File: config.mk
export PLATFORM = sky130hd
export DESIGN_NAME = axi_read_arbiter
export DESIGN_NICKNAME = d
export VERILOG_FILES = /design/src/rtl/axi_read_arbiter.sv
export SDC_FILE = /design/constraint.sdc
export NUM_CORES = 1
export LEC_CHECK = 0
export ABC_AREA = 0
export CORE_UTILIZATION = 30
export DETAILED_ROUTE_END_ITERATION = 6
export PLACE_DENSITY = 0.82
export SETUP_SLACK_MARGIN = 0.05
export SLEW_MARGIN = 30
export SYNTH_ARGS = -nofsm -noshare
export SYNTH_HDL_FRONTEND = slang
export SYNTH_SLANG_ARGS = --single-unit
File: constraint.sdc
create_clock -name clk -period 2.3 [get_ports clk]
set_clock_uncertainty 0.2 [all_clocks]
set_input_delay 0.345 -clock clk [delete_from_list [all_inputs] [get_ports clk]]
set_output_delay 0.345 -clock clk [all_outputs]
set_load 0.03 [all_outputs]
File: src/rtl/axi_read_arbiter.sv
// ============================================================================
// Module   : axi_read_arbiter
// Purpose  : Shares one AXI read slave between NUM_MASTERS requesters. One burst
//            is granted at a time, and the grant is held until the RLAST beat.
// Options  : define ARB_RR_EN for round-robin arbitration. Without it, the
//            arbiter uses fixed priority, where the lowest index wins.
// Revision : 1.0 - initial release
// ============================================================================
`default_nettype none

module axi_read_arbiter #(
  parameter int NUM_MASTERS        = 2,
  parameter int ADDR_WIDTH         = 32,
  parameter int READ_CHANNEL_WIDTH = 32,
  parameter int READ_BURST_LEN     = 8
) (
  input  logic                                   clk,
  input  logic                                   rst,
  input  logic [NUM_MASTERS-1:0]                 s_ARVALID,
  output logic [NUM_MASTERS-1:0]                 s_ARREADY,
  input  logic [NUM_MASTERS*ADDR_WIDTH-1:0]      s_ARADDR,
  input  logic [NUM_MASTERS*READ_BURST_LEN-1:0]  s_ARLEN,
  input  logic [NUM_MASTERS*3-1:0]               s_ARSIZE,
  input  logic [NUM_MASTERS*2-1:0]               s_ARBURST,
  output logic [NUM_MASTERS-1:0]                 s_RVALID,
  input  logic [NUM_MASTERS-1:0]                 s_RREADY,
  output logic [READ_CHANNEL_WIDTH-1:0]          s_RDATA,
  output logic                                   s_RLAST,
  output logic [1:0]                             s_RRESP,
  output logic                                   m_ARVALID,
  input  logic                                   m_ARREADY,
  output logic [ADDR_WIDTH-1:0]                  m_ARADDR,
  output logic [READ_BURST_LEN-1:0]              m_ARLEN,
  output logic [2:0]                             m_ARSIZE,
  output logic [1:0]                             m_ARBURST,
  input  logic                                   m_RVALID,
  output logic                                   m_RREADY,
  input  logic [READ_CHANNEL_WIDTH-1:0]          m_RDATA,
  input  logic                                   m_RLAST,
  input  logic [1:0]                             m_RRESP,
  output logic [NUM_MASTERS-1:0]                 grant,
  output logic                                   err_len
);

  localparam int IDXW = (NUM_MASTERS > 1) ? $clog2(NUM_MASTERS) : 1;
  localparam int CNTW = READ_BURST_LEN + 1;

  typedef enum logic [1:0] {
    ST_IDLE = 2'd0,
    ST_ADDR = 2'd1,
    ST_DATA = 2'd2
  } state_t;

  state_t                    state_q;
  logic [NUM_MASTERS-1:0]    grant_q;
  logic [NUM_MASTERS-1:0]    grant_d;
  logic [IDXW-1:0]           gidx_q;
  logic [READ_BURST_LEN-1:0] len_q;
  logic [CNTW-1:0]           cnt_q;
  logic                      err_q;
  logic [IDXW-1:0]           win_idx;
  logic                      win_found;

`ifdef ARB_RR_EN
  logic [IDXW-1:0]           ptr_q;
  int                        rr_cand;

  // Scan the requesters starting at the pointer. The first active one wins.
  always_comb begin
    win_idx   = '0;
    win_found = 1'b0;
    rr_cand   = 0;
    for (int i = 0; i < NUM_MASTERS; i++) begin
      rr_cand = (int'(ptr_q) + i) % NUM_MASTERS;
      if (!win_found && s_ARVALID[rr_cand]) begin
        win_found = 1'b1;
        win_idx   = IDXW'(rr_cand);
      end
    end
  end
`else
  always_comb begin
    win_idx   = '0;
    win_found = |s_ARVALID;
    for (int i = NUM_MASTERS - 1; i >= 0; i--) begin
      if (s_ARVALID[i]) win_idx = IDXW'(i);
    end
  end
`endif

  always_comb begin
    grant_d = '0;
    if (win_found) grant_d[win_idx] = 1'b1;
  end

  always_comb begin
    s_ARREADY = '0;
    s_RVALID  = '0;
    s_RDATA   = '0;
    s_RLAST   = 1'b0;
    s_RRESP   = '0;
    m_ARVALID = 1'b0;
    m_ARADDR  = '0;
    m_ARLEN   = '0;
    m_ARSIZE  = '0;
    m_ARBURST = '0;
    m_RREADY  = 1'b0;
    if (state_q == ST_ADDR) begin
      m_ARVALID         = s_ARVALID[gidx_q];
      s_ARREADY[gidx_q] = m_ARREADY;
      m_ARADDR          = s_ARADDR[gidx_q*ADDR_WIDTH +: ADDR_WIDTH];
      m_ARLEN           = s_ARLEN[gidx_q*READ_BURST_LEN +: READ_BURST_LEN];
      m_ARSIZE          = s_ARSIZE[gidx_q*3 +: 3];
      m_ARBURST         = s_ARBURST[gidx_q*2 +: 2];
    end else if (state_q == ST_DATA) begin
      s_RVALID[gidx_q]  = m_RVALID;
      m_RREADY          = s_RREADY[gidx_q];
      s_RDATA           = m_RDATA;
      s_RLAST           = m_RLAST;
      s_RRESP           = m_RRESP;
    end
  end

  always_ff @(posedge clk) begin
    if (rst) begin
      state_q <= ST_IDLE;
      grant_q <= '0;
      gidx_q  <= '0;
      len_q   <= '0;
      cnt_q   <= '0;
      err_q   <= 1'b0;
`ifdef ARB_RR_EN
      ptr_q   <= '0;
`endif
    end else begin
      case (state_q)
        ST_IDLE: begin
          if (win_found) begin
            grant_q <= grant_d;
            gidx_q  <= win_idx;
            state_q <= ST_ADDR;
          end
        end
        ST_ADDR: begin
          if (m_ARVALID && m_ARREADY) begin
            len_q   <= m_ARLEN;
            cnt_q   <= '0;
            state_q <= ST_DATA;
          end
        end
        ST_DATA: begin
          if (m_RVALID && m_RREADY) begin
            // Saturate the counter so that a runaway slave cannot wrap it back to a matching count.
            if (cnt_q != '1) cnt_q <= cnt_q + 1'b1;
            if (m_RLAST) begin
              state_q <= ST_IDLE;
              grant_q <= '0;
              if (cnt_q != {1'b0, len_q}) err_q <= 1'b1;
`ifdef ARB_RR_EN
              ptr_q   <= (gidx_q == IDXW'(NUM_MASTERS - 1)) ? '0 : gidx_q + 1'b1;
`endif
            end else if (cnt_q >= {1'b0, len_q}) begin
              err_q <= 1'b1;
            end
          end
        end
        default: state_q <= ST_IDLE;
      endcase
    end
  end

  assign grant   = grant_q;
  assign err_len = err_q;

endmodule

`default_nettype wire
==> run metrics <==
Via density 4.72; Placer Congestion 0.813; sequential-to-total area share from yosys stat 20.8%; Top Ports 222; Post-Syn Nets 442; Hold Slack 257 ps; CTS tree yes; Area growth syn-to-layout 111%; first-pass GRT wire length 14.4 mm; clk root buf clkbuf_8; CTS buffer count 3; Pins Over Slew Limit 0; antenna diode instance count 0; crit share post-route 95.1%; Setup-failing EPs final 0; met3 Use GR 8.01%; Final min period 2190 ps; met2 Use GR 48.0%; share of the synthesized area in the top cell type 21.7%; status complete, no violations; Slew @ Worst Pin 341 ps; CTS H-tree lvls 1; crit path DAT 1640 ps; drt drc 0; Post-synth EDFFs 0; maximum vdd drop 249 µV; largest net degree at the start of global routing 47; final cell count without fillers 619; Worst Path Required 1750 ps; routed length per placed instance 15.7 µm; worst-skew pair later-pin latency 260 ps; drt total wl 9.71 mm; GR Util met1 22.7%; Reg2Reg Depth 9; initial antenna violation count 0; Synth area leaders mux2i_1, dfxtp_1, and2_1; class of the worst hold path reg -> reg; Setup crit end m_ARLEN[3]; Yosys cell types 38; Reg clk slew, reported paths 80 ps; antenna viol nets, final 0; Crit Path Category reg -> out; Cells after DPL 613; Reg-to-Reg Start cnt_q[4]; GR peak layer met2; Die X 88.0 µm; synthesized instance count 299; # fillers 599; CP Launch Type flop; Slew HR 77.2%; Final Util 67.0%; Post-DP HPWL 8.20 mm; Final Hold Viols 0; hold buffers post-CTS 0; setup slack, reg-to-reg 180 ps; Congestion Overflow GR 0; Num Clock Sinks 23; asr flop ratio synth 0%; #FFs+latches synth 23; drt initial violations 58; Reg2Reg Capture Point cnt_q[7]; critical path launch point state_q[0]; unrepaired setup endpoints after global routing false; Synth Cell Area 0.00222 mm²; Setup TNS 0 ps; crit path max fanout 46; Initial Utilization 31.8%; # rows 30; Nets 667; top-count cell post-synth nor2_1; synth cell count leaders nor2_1, mux2i_1, and2_1, dfxtp_1, nand2_1; Die Y 88.0 µm; core area 0.00698 mm²; fmax 457 MHz; vias in the first global route 2904; total of max-cap violations 0; die area 0.00774 mm²; Initial DRT Pass Iterations 4; Max clock buf depth 2; DR vias 2919; Power Density 325 mW/mm²; PortBufs 221; mean post-synth cell area 7.42 µm²; Syn. warnings 0; GRT Overall Usage 24.4%; critical path endpoint category primary output; proportion of layout cells with a drive suffix above 1 14.3%; dominant synthesized flop cell dfxtp_1; area leader, netlist mux2i_1; leakage 0.00200 µW
-- cells by family (layout without fill, tap and decap cells) --
group | Yosys count | in the layout | share of synthesized area (%)
AOI/OAI and AO/OA | 39 | 39 | 11.5
xor gates and xnor gates | 1 | 1 | 0.395
adders and majority gates | 10 | 10 | 5.64
buffers and inverters | 32 | 256 | 6.77
DFF | 23 | 23 | 20.8
muxes | 50 | 50 | 22.9
and+or+nand+nor | 144 | 144 | 32.1
-- sequential cells by signal (all words and copies together), names as in the netlist --
register  count
cnt_q         9
len_q         8
state_q       2
grant         2
err_len       1
gidx_q        1
-- worst max-delay path, stage by stage (launching register included) --
cell and delay, ps:
dfxtp_1 330, or2b_1 260, buf_12 190, nor2_1 190, clkdlybuf4s15_1 390
-- placed cells by master (no fill, tap or decap), types with 4 or more instances in the layout --
cell               n
dfxtp_1           21
buf_4             43
clkdlybuf4s50_1  135
o21ai_0            6
inv_1             13
buf_12            16
a21oi_1           19
nand2_1           23
nand3_1            4
ha_1               9
mux2i_1           48
dlygate4sd2_1     40
and2_1            39
nor2_1            55
-- worst min-delay path by stage --
stage	slack, ps	start	end	depth (start not counted)
global route	290	len_q[7]	len_q[7]	2
detailed placement	250	len_q[7]	len_q[7]	2
global placement	250	len_q[3]	len_q[3]	2
CTS	260	len_q[7]	len_q[7]	2
finish	260	len_q[7]	len_q[7]	2
floorplan	220	rst	err_len	1
-- stage by stage --
stage | total power (µW) | setup slack (ps) | cell area, µm²
4_1_cts | 1530 | 98.2 | 4650
2_1_floorplan | 848 | 167 | 2220
5_1_grt | 1600 | 43.2 | 4670
3_3_place_gp | 1310 | 44.2 | 4660
3_5_place_dp | 1330 | 36.5 | 4660
6_report | 1520 | 112 | 4670
-- layout make-up --
class | instances | area, µm² | area share [%]
Clock buffer | 3 | 41.3 | 0.883
Clock inverter | 1 | 5.00 | 0.107
Inverter | 13 | 48.8 | 1.04
Multi-Input combinational cell | 244 | 1610 | 34.5
Sequential cell | 23 | 463 | 9.90
Tap cell | 96 | 120 | 2.57
Timing Repair Buffer | 239 | 2380 | 51.0
-- metal layers --
layer / vias up / share of wire, %
li1: 1462 / -
met1: 1293 / 34
met2: 138 / 52
met3: 26 / 9.8
met4: 0 / 3.7
met5: - / 0
-- power breakdown --
part	total, µW	switching [µW]	internal, µW
Sequential	417	7.60	409
Combinational	853	421	432
Clock	248	127	121
-- timing repair --
| item | CTS | global route |
|---|---|---|
| endpoints found under the setup margin | 45 | 13 |
| pin swaps | 0 | 2 |
| gates resized for setup | 45 | 10 |
| setup buffers | 0 | 2 |
Note: power is estimated with default switching activity, not from simulation.
